File: config.mk
export PLATFORM = sky130hd
export DESIGN_NAME = maxpool_channel_sequencer
export DESIGN_NICKNAME = d
export VERILOG_FILES = /design/src/rtl/maxpool_channel_sequencer.sv
export SDC_FILE = /design/constraint.sdc
export NUM_CORES = 1
export LEC_CHECK = 0
export CAP_MARGIN = 20
export CORE_MARGIN = 2
export CORE_UTILIZATION = 34
export DETAILED_ROUTE_END_ITERATION = 16
export PLACE_DENSITY = 0.59
export SLEW_MARGIN = 20
export SYNTH_ARGS = -nofsm -noshare
export SYNTH_HDL_FRONTEND = slang
export SYNTH_SLANG_ARGS = --single-unit
File: constraint.sdc
create_clock -name clk -period 7.8 [get_ports clk]
set_input_delay 1.56 -clock clk [delete_from_list [all_inputs] [get_ports clk]]
set_output_delay 1.56 -clock clk [all_outputs]
set_load 0.1 [all_outputs]
File: src/rtl/maxpool_channel_sequencer.sv
// Channel sequencer for a 3x3 stride-2 max-pooling core: gates pixels, flushes between planes, counts I/O.
// Optional performance counters (stall_cycles, job_cycles) are enabled with `define MAXPOOL_SEQ_PERF_EN.
module maxpool_channel_sequencer #(
    parameter int DATA_WIDHT    = 32,
    parameter int IMG_WIDHT     = 299,
    parameter int IMG_HEIGHT    = 299,
    parameter int CH_WIDTH      = 10,
    parameter int FLUSH_CYCLES  = 4,
    parameter int DRAIN_TIMEOUT = 1024
) (
    input  logic                  clk,
    input  logic                  rst,
    input  logic                  start,
    input  logic [CH_WIDTH-1:0]   num_channels,
    input  logic [DATA_WIDHT-1:0] src_data,
    input  logic                  src_valid,
    output logic                  src_ready,
    output logic [DATA_WIDHT-1:0] core_data_in,
    output logic                  core_valid_in,
    output logic                  core_rst,
    input  logic [DATA_WIDHT-1:0] core_data_out,
    input  logic                  core_valid_out,
    output logic [DATA_WIDHT-1:0] out_data,
    output logic                  out_valid,
    output logic                  out_last,
    output logic                  busy,
    output logic                  done,
    output logic                  error,
    output logic [CH_WIDTH-1:0]   cur_channel
`ifdef MAXPOOL_SEQ_PERF_EN
    ,
    output logic [31:0]           stall_cycles,
    output logic [31:0]           job_cycles
`endif
);

    localparam int IN_PIX  = IMG_WIDHT * IMG_HEIGHT;
    localparam int OUT_W   = (IMG_WIDHT - 3) / 2 + 1;
    localparam int OUT_H   = (IMG_HEIGHT - 3) / 2 + 1;
    localparam int OUT_PIX = OUT_W * OUT_H;

    localparam int IN_CW  = $clog2(IN_PIX + 1);
    localparam int OUT_CW = $clog2(OUT_PIX + 1);
    localparam int FL_W   = $clog2(FLUSH_CYCLES + 1);
    localparam int TM_W   = $clog2(DRAIN_TIMEOUT + 1);

    localparam logic [IN_CW-1:0]  IN_LAST  = IN_CW'(IN_PIX - 1);
    localparam logic [OUT_CW-1:0] OUT_LAST = OUT_CW'(OUT_PIX - 1);
    localparam logic [OUT_CW-1:0] OUT_ALL  = OUT_CW'(OUT_PIX);
    localparam logic [FL_W-1:0]   FL_LAST  = FL_W'(FLUSH_CYCLES - 1);
    localparam logic [TM_W-1:0]   TM_LAST  = TM_W'(DRAIN_TIMEOUT - 1);

    typedef enum logic [2:0] {
        IDLE,
        FLUSH,
        FEED,
        DRAIN,
        NEXT,
        FIN
    } state_t;

    state_t              state;
    logic [CH_WIDTH-1:0] num_ch;
    logic [IN_CW-1:0]    in_cnt;
    logic [OUT_CW-1:0]   out_cnt;
    logic [FL_W-1:0]     flush_cnt;
    logic [TM_W-1:0]     timer;
    logic                flush_rst;
    logic                out_window;

    assign core_valid_in = src_valid & src_ready;
    assign core_data_in  = src_ready ? src_data : '0;
    // The core is held in reset both by the flush pulse and, asynchronously, by the system reset.
    assign core_rst      = flush_rst | rst;
    assign out_window    = (state == FEED) || (state == DRAIN);

    always_ff @(posedge clk or posedge rst) begin
        if (rst) begin
            state       <= IDLE;
            num_ch      <= '0;
            cur_channel <= '0;
            in_cnt      <= '0;
            out_cnt     <= '0;
            flush_cnt   <= '0;
            timer       <= '0;
            flush_rst   <= 1'b0;
            src_ready   <= 1'b0;
            out_data    <= '0;
            out_valid   <= 1'b0;
            out_last    <= 1'b0;
            busy        <= 1'b0;
            done        <= 1'b0;
            error       <= 1'b0;
        end else begin
            done      <= 1'b0;
            out_valid <= 1'b0;
            out_last  <= 1'b0;
            out_data  <= '0;

            if (out_window && core_valid_out && (out_cnt != OUT_ALL)) begin
                out_valid <= 1'b1;
                out_data  <= core_data_out;
                out_last  <= (out_cnt == OUT_LAST);
                out_cnt   <= out_cnt + 1'b1;
            end

            case (state)
                IDLE: begin
                    flush_rst <= 1'b0;
                    if (done) begin
                        busy <= 1'b0;
                    end
                    if (start) begin
                        error       <= 1'b0;
                        busy        <= 1'b1;
                        num_ch      <= num_channels;
                        cur_channel <= '0;
                        if (num_channels != '0) begin
                            flush_rst <= 1'b1;
                            flush_cnt <= '0;
                            state     <= FLUSH;
                        end else begin
                            state <= FIN;
                        end
                    end
                end

                FLUSH: begin
                    in_cnt  <= '0;
                    out_cnt <= '0;
                    timer   <= '0;
                    if (flush_cnt == FL_LAST) begin
                        flush_rst <= 1'b0;
                        src_ready <= 1'b1;
                        state     <= FEED;
                    end else begin
                        flush_cnt <= flush_cnt + 1'b1;
                    end
                end

                FEED: begin
                    if (core_valid_in) begin
                        in_cnt <= in_cnt + 1'b1;
                        if (in_cnt == IN_LAST) begin
                            src_ready <= 1'b0;
                            state     <= DRAIN;
                        end
                    end
                end

                DRAIN: begin
                    if (out_cnt == OUT_ALL) begin
                        state <= NEXT;
                    end else if (timer == TM_LAST) begin
                        error <= 1'b1;
                        state <= NEXT;
                    end else begin
                        timer <= timer + 1'b1;
                    end
                end

                NEXT: begin
                    if (cur_channel == num_ch - 1'b1) begin
                        state <= FIN;
                    end else begin
                        cur_channel <= cur_channel + 1'b1;
                        flush_rst   <= 1'b1;
                        flush_cnt   <= '0;
                        state       <= FLUSH;
                    end
                end

                FIN: begin
                    done  <= 1'b1;
                    state <= IDLE;
                end

                default: state <= IDLE;
            endcase
        end
    end

`ifdef MAXPOOL_SEQ_PERF_EN
    always_ff @(posedge clk or posedge rst) begin
        if (rst) begin
            stall_cycles <= '0;
            job_cycles   <= '0;
        end else if ((state == IDLE) && start) begin
            stall_cycles <= '0;
            job_cycles   <= '0;
        end else begin
            if ((state == FEED) && !src_valid && (stall_cycles != '1)) begin
                stall_cycles <= stall_cycles + 1'b1;
            end
            if (busy && (job_cycles != '1)) begin
                job_cycles <= job_cycles + 1'b1;
            end
        end
    end
`endif

endmodule

Yosys cells after proc, flatten, opt, wreduce, memory -nomap -nowiden
Index checks and enable logic that the tools add are counted.
Cells by class
  add/sub/neg operators: 6
  eq/ne operators: 23
  multiplexer cells: 44
  bitwise operators: 2
  reduce and logical (&&, ||, !) cells: 22
Operators with widths (count)
  2-to-1 mux 32 bit: 2
  2-to-1 mux 3 bit: 12
  case mux 17 bit (2 select lines): 1
  equality test 15 bit (second input constant): 2
  2-to-1 mux 15 bit: 2
  2-to-1 mux 11 bit: 2
  case mux 11 bit (2 select lines): 1
  2-to-1 mux 10 bit: 2
  case mux 10 bit (2 select lines): 1
  adder 17 x 1 -> 17 bit (second input constant): 1
  equality test 17 bit (second input constant): 1
  2-to-1 mux 17 bit: 1
  != test 2 bit (second input constant): 8
  adder 15 x 1 -> 15 bit (second input constant): 1
  2-to-1 mux 1 bit: 15
  != test 15 bit (second input constant): 1
  case mux 3 bit (5 select lines): 1
  nonzero test 2 bit: 6
  adder 11 x 1 -> 11 bit (second input constant): 1
  equality test 11 x 10 -> 1 bit (second input constant): 1
  adder 10 x 1 -> 10 bit (second input constant): 1
  equality test 10 bit: 1
  AND reduction 5 bit: 2
  nonzero test 10 bit: 1
  19 further kinds: 30
Storage, ports and cells
  flip-flop bits (word level): 108
  input port bits: 79
  output and inout bits: 82
  logic and storage cells: 112

Logic depth before layout (Yosys ltp)
Gate-level depths: netlist of the first run.
  word-level depth: 6
  mapped depth: 9
  depth with buffers taken out: 8

Worst setup path after synthesis of the first run
No wires, ideal clock.
  path kind: in2out
  from: input rst
  to: output core_rst
  arrival: 5.334 ns
  required time: 6.240 ns
  setup slack: 0.906 ns
  cell stages on the path: 2
  buffers on the path: 0
  cells stage by stage: inv_1 > nand2_1
Between the ends
  word-level cells in the longest chain between the ends: 1
Ends and longest elaborated chain
  from (decl): RTL line 12  | input logic rst,
  OR 1 bit: RTL line 74  | assign core_rst = flush_rst | rst;
  to (decl): RTL line 20  | output logic core_rst,
Every way passes these cells.

Worst setup path after layout of the first run
Ends and elaborated chain as after synthesis.

==> results of run 1 <==
[worst max path at each step]
stage	slack, ps	to	cells past startpoint	from
after floorplan	910	core_rst	2	rst
after global placement	2530	core_rst	4	rst
after detailed placement	2530	core_rst	4	rst
after CTS	2520	core_rst	4	rst
after global routing	2400	core_rst	4	rst
final	2600	core_rst	4	rst
[synthesized netlist by cell type (all sizes together) (2+ instances only)]
master,number
dfrtp,108
and2,70
nor2,57
nand2,43
xor2,28
clkbuf,21
inv,18
nand3,18
nand4,18
xnor2,17
o21ai,14
and3,13
mux2i,13
nor3,12
a21oi,10
ha,10
mux2,10
nor4,9
nand2b,6
buf,5
o2111ai,5
a211oi,3
a21o,3
a31oi,3
and4,3
nand4b,3
nor2b,3
a22oi,2
nor4b,2
o31ai,2
or3,2
[power groups by stage]
stage               logic [mW]  registers, mW  clock network (mW)
finish                   0.322          0.632               0.491
global route             0.348          0.637               0.528
CTS                      0.326          0.631               0.504
detailed placement       0.324          0.641                   0
global placement         0.318          0.640                   0
floorplan                0.159          0.699                   0
[logic make-up after synthesis]
group / after synthesis / synth area share (%)
AO/OA/AOI/OAI: 54 / 7.03
XOR/XNOR: 45 / 7.21
adder cells (fa/ha/maj): 10 / 2.29
buffers and inverters: 44 / 3.23
flip-flops: 108 / 49.4
multiplexers: 23 / 4.44
AND/OR/NAND/NOR: 264 / 26.4
[state kept, by name (all words and copies together), names as in the netlist, 3 cells and up]
register	flops
state	3
num_ch	10
cur_channel	10
out_cnt	15
out_data	32
flush_cnt	3
timer	11
in_cnt	17
[metal layers]
| layer | GRT usage (%) | part of all wire [%] | up-vias |
|---|---|---|---|
| li1 | - | - | 2163 |
| met1 | 20.2 | 43 | 2130 |
| met2 | 27.3 | 47 | 155 |
| met3 | 4.56 | 8.3 | 14 |
| met4 | 5.88 | 1.5 | 0 |
| met5 | 0 | 0 | - |
[critical path, delay by kind of cell]
kind,cells,cell delay [ps]
buf+inv,3,1950
simple gates,1,100
[final cells by class]
class / instances / area (um^2)
Fill cell: 1478 / 8250
Inverter: 18 / 70.1
Sequential cell: 108 / 2700
Timing Repair Buffer: 163 / 1620
Multi-Input combinational cell: 396 / 2600
Clock inverter: 4 / 73.8
Clock buffer: 11 / 243
Tap cell: 216 / 270
[placed cells by master, fill, tap and decap left out, drive strengths merged, types with 5 or more instances in the layout]
| cell type | synthesis | layout |
|---|---|---|
| clkdlybuf4s50 | 0 | 160 |
| dfrtp | 108 | 108 |
| and2 | 70 | 70 |
| nor2 | 57 | 57 |
| nand2 | 43 | 43 |
| xor2 | 28 | 28 |
| nand4 | 18 | 18 |
| nand3 | 18 | 18 |
| inv | 18 | 18 |
| xnor2 | 17 | 17 |
| o21ai | 14 | 14 |
| mux2i | 13 | 13 |
| and3 | 13 | 13 |
| nor3 | 12 | 12 |
| clkbuf | 21 | 11 |
| a21oi | 10 | 10 |
| mux2 | 10 | 10 |
| ha | 10 | 10 |
| nor4 | 9 | 9 |
| nand2b | 6 | 6 |
| o2111ai | 5 | 5 |
==> flow_summary.toml, run 1 <==
[status]
status = "finished clean"

[critical_path]
critPathMaxFanout = 54
cp.arrival_ps = 3640
crit_top_cell = "clkdlybuf4s50_1"
r2r.worst_path.cells = 7
cp_cell_sequence = "clkdlybuf4s50_1 > inv_4 > nand2_1 > clkdlybuf4s50_1"
cpPeakStageDelay_ps = 1000
startpoint_type = "input port"
path_class = "input port to output port"
crit_path_top_delay_cell = "clkdlybuf4s50_1"
timing.rr.start = "out_cnt[13]"
r2r_setup_slack_ps = 5290
cp.required_ps = 6240
r2r_end = "out_cnt[3]"
end_kind = "output port"

[global_route]
antenna_found_initial = 0
grt_max_degree = 57
grt_pass1_vias = 4472
grt.total_usage_pct = 16.3
grt-ovfl-total = 0
grt_pass1_wl_um = 21900

[pwr]
clockPowerShare_pct = 34.0
leakage_nw = 3.33
switching_share_pct = 31.1
ir_drop_mv = 0.0928
pwr-share-comb_pct = 22.3
switching_power_mw = 0.449
total_power_mw = 1.44
p_int_mw = 0.996
powerDensity_nw_per_um2 = 191
seqPwrFrac_pct = 43.7

[placement]
place_ws_ps = 2530
dp_hpwl_um = 9710
place_area_um2 = 7260
io_buffers = 160
gp_congestion = 0.817
place_inst = 901

[clock_tree]
ctsHoldBuffers = 0
ctsLongestPathBuffers = 2
clk_pin_slew_ps = 70
htreeDepth = 3
cts_tree = "done"
cts_setup_buffers = 0
root_buffer = "clkbuf_16"
insertion_delay_ps = 350
cts_buffers = 9
cts_resized = 0
clock_sinks = 108

[cells_and_area]
area_growth_syn_to_layout_pct = 38.7
drive_gt1_share_pct = 5.86
final_core_util_pct = 47.9
finalInstanceArea_um2 = 7580
nNetsFinal = 785
final_cells = 916
diodes = 0

[synthesis]
synth_enable_flop_cells = 0
synth_cell_types = 59
syn_avg_cell_area_um2 = 9.98
syn_area_um2 = 5470
synthArstFlopShare_pct = 100
synth_top_area_cell = "dfrtp_1"
synthCells = 548
synth.top_cell.area_share_pct = 49.4
ys_warn_count = 0
ys.flop_type = "dfrtp_1"
yosys-top-cells-area = "dfrtp_1 49%, and2_1 8.0%, xor2_1 4.5%"
yosysSeqAreaShare_pct = 49.4
synth_seq_cells = 108
syn-num-nets = 637

[timing]
rsz0062_at_grt = "false"
fin_skew_ps = 12.5
fmaxAchievable_ghz = 0.192
worst_slack_ps = 2600
worst_pin_slew_ps = 1000
post-route-period-util_pct = 66.6
finalMaxSlewViolations = 0
fin_crit_ps = 5200
fin_hold_ws_ps = 496
hold_viol = 0
finalSetupViolations = 0
relSlewSlack_pct = 33.0
fin_tns_setup_ps = 0

[run]
max_cap_viol_count = 0

[worst_hold_path]
hold_end = "error"
min_path_cells = 1
hp-class = "register to register"
holdCritStartpoint = "timer[10]"

[floorplanning]
start_util_pct = 34.5
dieArea_um2 = 17100
core_area_um2 = 15800
rows = 46
fp.dieH_um = 131
io_pins = 161
die_w_um = 131

[drt]
viasPerCell = 4.87
drc = 0
vias = 4462
drt_iter0_drc = 272
dr.pass1.iters = 4
wl_um = 13300
wl_per_cell_um = 14.5
ant_nets = 0
Power figures use the tool's default switching activity.
==> inputs of run 2 (changes only) <==
clock period = 5.1 ns   (was 7.8 ns; I/O delays follow)
==> run 2 against run 1 <==
  * Sequential share of layout area up 0.088 points
  * Routed wire length fell by 0.23%
  * Design area shrank 0.25%
  * Register-to-register slack worse by 2600 ps
  * Final cell count grew 0.22%
  * Largest cell class unchanged
  * Die area is the same
  * Highest routed layer unchanged
==> flow_summary.toml, run 2 (synthesized netlist as in run 1, its figures left out) <==
[pwr]
ir_drop_mv = 0.211
seqPwrFrac_pct = 45.5
switching_share_pct = 32.1
pwr-share-comb_pct = 23.1
leakage_nw = 3.32
powerDensity_nw_per_um2 = 280
p_int_mw = 1.44
clockPowerShare_pct = 31.4
switching_power_mw = 0.680

[status]
status = "finished clean"

[timing]
post-route-period-util_pct = 74.5
fin_tns_setup_ps = 0
relSlewSlack_pct = 33.1
fmaxAchievable_ghz = 0.263
fin_crit_ps = 3800
fin_skew_ps = 9.06
fin_hold_ws_ps = 493
hold_viol = 0
worst_pin_slew_ps = 1000
finalMaxSlewViolations = 0
finalSetupViolations = 0
rsz0062_at_grt = "false"

[global_route]
antenna_found_initial = 0
grt_max_degree = 76
grt.total_usage_pct = 16.1
grt-ovfl-total = 0
grt_pass1_wl_um = 21600
grt_pass1_vias = 4450

[clock_tree]
ctsHoldBuffers = 0
clock_sinks = 108
cts_tree = "done"
htreeDepth = 3
insertion_delay_ps = 350
root_buffer = "clkbuf_16"
cts_setup_buffers = 0
clk_pin_slew_ps = 70
cts_resized = 0
ctsLongestPathBuffers = 2
cts_buffers = 9

[placement]
io_buffers = 160
gp_congestion = 0.804
dp_hpwl_um = 9720

[run]
max_cap_viol_count = 0

[cells_and_area]
nFillCells = 1460
nNetsFinal = 787
drive_gt1_share_pct = 6.70
top_regs = "out_data x32, in_cnt x17, out_cnt x15"
diodes = 0
largest-register = "out_data"
final_common_cell = "clkdlybuf4s50_1"
layout_common_cells = "156 x clkdlybuf4s50_1, 108 x dfrtp_1, 70 x and2_1, 57 x nor2_1, 43 x nand2_1"
area_growth_syn_to_layout_pct = 38.4
largest_reg_flops = 32

[floorplanning]
core_area_um2 = 15800
rows = 46
die_w_um = 131
start_util_pct = 34.5
dieArea_um2 = 17100
io_pins = 161
fp.dieH_um = 131

[drt]
vias = 4409
wl_per_cell_um = 14.4
viasPerCell = 4.80
dr.pass1.iters = 4
ant_nets = 0
drc = 0
wl_um = 13200
drt_iter0_drc = 209

[critical_path]
worst-path-buf-inv = 2
crit_family = "buffers and inverters"
cp.required_ps = 4080
crit_path_top_delay_cell = "clkdlybuf4s50_1"
end_kind = "output port"
cpPeakStageDelay_ps = 1130
cp.arrival_ps = 2780
startpoint_type = "input port"
r2r_setup_slack_ps = 2690
critPathMaxFanout = 1
cp_cell_sequence = "clkdlybuf4s50_1 > and2_1 > clkdlybuf4s50_1"
crit_top_cell = "clkdlybuf4s50_1"
path_class = "input port to output port"

[worst_hold_path]
hp-class = "register to register"
run 2: changes by cell type in the layout (fill, tap and decap cells not counted), sizes merged:
cell,change
clkdlybuf4s50,-4
buf,+6
clkinv,-1
clkbuf,+1
clkinvlp,+2
bufinv,-2
run 2: metal layers:
layer  wire length [um]  GRT usage [%]
met1               5480           18.5
met2               6530           28.9
met3               1110           5.78
met4                106           3.63
met5                  0              0
run 2: path summary, 6_finish.rpt:
check | to | from | cells past startpoint
setup reg to reg | cur_channel[5] | num_ch[0] | 8
hold reg to reg | error | timer[10] | 1
setup / recovery | core_data_in[25] | src_data[25] | 3
hold / removal | error | timer[10] | 1
min in group asynchronous | out_data[27] | rst | 3
max in group asynchronous | in_cnt[11] | rst | 5
run 2: cell type report:
| class | count | area, um^2 | share of cell area, % |
|---|---|---|---|
| clock buffer | 12 | 256 | 3.39 |
| clock inverter | 3 | 21.3 | 0.281 |
| inverter | 18 | 71.3 | 0.943 |
| multi-input combinational | 396 | 2590 | 34.3 |
| sequential | 108 | 2700 | 35.7 |
| tap | 216 | 270 | 3.57 |
| timing repair buffer | 165 | 1650 | 21.8 |
run 2: power groups by stage:
| stage | registers (mW) | logic, mW | clock network [mW] |
|---|---|---|---|
| 3_5_place_dp | 0.982 | 0.491 | 0 |
| 5_1_grt | 0.974 | 0.528 | 0.723 |
| 3_3_place_gp | 0.977 | 0.486 | 0 |
| 4_1_cts | 0.966 | 0.493 | 0.688 |
| 6_report | 0.965 | 0.490 | 0.665 |
| 2_1_floorplan | 1.07 | 0.243 | 0 |
run 2: per-stage QoR:
stage	std cells	utilization (%)	power, mW	worst slack [ps]	area (um^2)
2_1_floorplan	548	-	1.31	297	5470
3_3_place_gp	902	45.9	1.46	1290	7260
3_5_place_dp	902	45.9	1.47	1290	7260
4_1_cts	917	47.6	2.15	1280	7540
5_1_grt	918	47.8	2.22	1260	7560
6_report	918	47.8	2.12	1300	7560
==> inputs of run 3 (changes only) <==
PLACE_DENSITY = 0.61   (was 0.59)
clock period = 3.1 ns   (was 5.1 ns; I/O delays follow)
==> run 3 against run 2 <==
  * Register-to-register slack worse by 2000 ps
  * Design area fell by 1.8%
  * Highest routed layer unchanged
  * Routed wire length rose by 1.2%
  * First-iteration DRC count grew 48%
  * Largest cell class unchanged
  * Final cell count is 0.44% higher
==> flow_summary.toml, run 3 (synthesized netlist as in run 1, its figures left out) <==
[floorplanning]
start_util_pct = 34.5
rows = 46
die_w_um = 131
fp.dieH_um = 131
core_area_um2 = 15800
io_pins = 161
dieArea_um2 = 17100

[clock_tree]
ctsHoldBuffers = 0
cts_tree = "done"
cts_resized = 0
root_buffer = "clkbuf_16"
cts_setup_buffers = 0
clk_pin_slew_ps = 70
clock_sinks = 108
ctsLongestPathBuffers = 2
htreeDepth = 3
cts_buffers = 9
insertion_delay_ps = 360

[pwr]
seqPwrFrac_pct = 44.5
leakage_nw = 3.42
total_power_mw = 3.57
pwr-share-comb_pct = 22.3
p_int_mw = 2.41
powerDensity_nw_per_um2 = 481
switching_power_mw = 1.16
ir_drop_mv = 0.302
switching_share_pct = 32.6
clockPowerShare_pct = 33.2

[drt]
wl_per_cell_um = 14.5
dr.pass1.iters = 4
drt_iter0_drc = 309
ant_nets = 0
wl_um = 13400
vias = 4454
drc = 0
viasPerCell = 4.83

[status]
status = "finished clean"

[timing]
post-route-period-util_pct = 77.9
fmaxAchievable_ghz = 0.414
relSlewSlack_pct = 41.4
finalMaxSlewViolations = 0
fin_crit_ps = 2410
finalSetupViolations = 0
rsz0062_at_grt = "false"
fin_skew_ps = 7.71
worst_slack_ps = 686
fin_tns_setup_ps = 0
hold_viol = 0
worst_pin_slew_ps = 878

[critical_path]
cp.arrival_ps = 2650
end_kind = "register"
path_class = "register to register"
cp.required_ps = 3330
startpoint_type = "register"
r2r_setup_slack_ps = 690
r2r.worst_path.cells = 7
critPathMaxFanout = 41

[cells_and_area]
drive_gt1_share_pct = 18.4
largest-register = "out_data"
largest_reg_flops = 32
final_core_util_pct = 46.9
final_common_cell = "dfrtp_1"
diodes = 0
nNetsFinal = 790
area_growth_syn_to_layout_pct = 35.8
layout_common_cells = "108 x dfrtp_1, 88 x buf_4, 78 x clkdlybuf4s50_1, 70 x and2_1, 57 x nor2_1"
final_cells = 922
top_regs = "out_data x32, in_cnt x17, out_cnt x15"

[global_route]
grt.total_usage_pct = 16.2
grt_pass1_wl_um = 21700
antenna_found_initial = 0
grt-ovfl-total = 0
grt_max_degree = 72
grt_pass1_vias = 4432

[placement]
place_inst = 906
gp_congestion = 0.828
io_buffers = 160
dp_hpwl_um = 10000
place_ws_ps = 623

[worst_hold_path]
hp-class = "register to register"
min_path_cells = 1

[run]
max_cap_viol_count = 0
run 3: metal layers:
layer / vias to the layer above / wire length [um] / GRT usage, %
li1: 2169 / - / -
met1: 2130 / 5720 / 19.1
met2: 150 / 6550 / 28.8
met3: 5 / 1030 / 5.33
met4: 0 / 74 / 3.88
met5: - / 0 / 0
run 3: power by group through the flow:
stage | registers [mW] | logic, mW | clock network, mW
after floorplan | 1.76 | 0.400 | 0
after global placement | 1.61 | 0.788 | 0
after detailed placement | 1.62 | 0.800 | 0
after CTS | 1.59 | 0.802 | 1.23
after global routing | 1.60 | 0.854 | 1.29
final | 1.59 | 0.794 | 1.18
run 3: worst paths after layout:
path                        startpoint            to
min in group asynchronous          rst  out_data[17]
max in group asynchronous          rst      timer[3]
max reg2reg                out_cnt[13]    out_cnt[6]
min                          timer[10]         error
max                        out_cnt[13]    out_cnt[6]
min reg2reg                  timer[10]         error
run 3: worst max-delay path: stages (launching register included):
cell	delay, ps
dfrtp_1	420
or3b_1	390
nor4_2	550
a21o_1	300
inv_2	240
nand3_1	180
xor2_1	150
nor2_1	60
run 3: through the flow:
step	hold slack, ps	cell area (um^2)
4_1_cts	494	7420
6_report	486	7420
3_5_place_dp	471	7120
3_3_place_gp	473	7120
5_1_grt	517	7420
2_1_floorplan	449	5470
run 3: layout make-up:
class	count	area [um^2]
multi-input cells	396	2590
clock buffers	9	225
repair buffers	168	1480
inverters	18	71.3
well taps	216	270
clock inverters	7	81.3
fillers	1498	8400
flip-flops and latches	108	2700
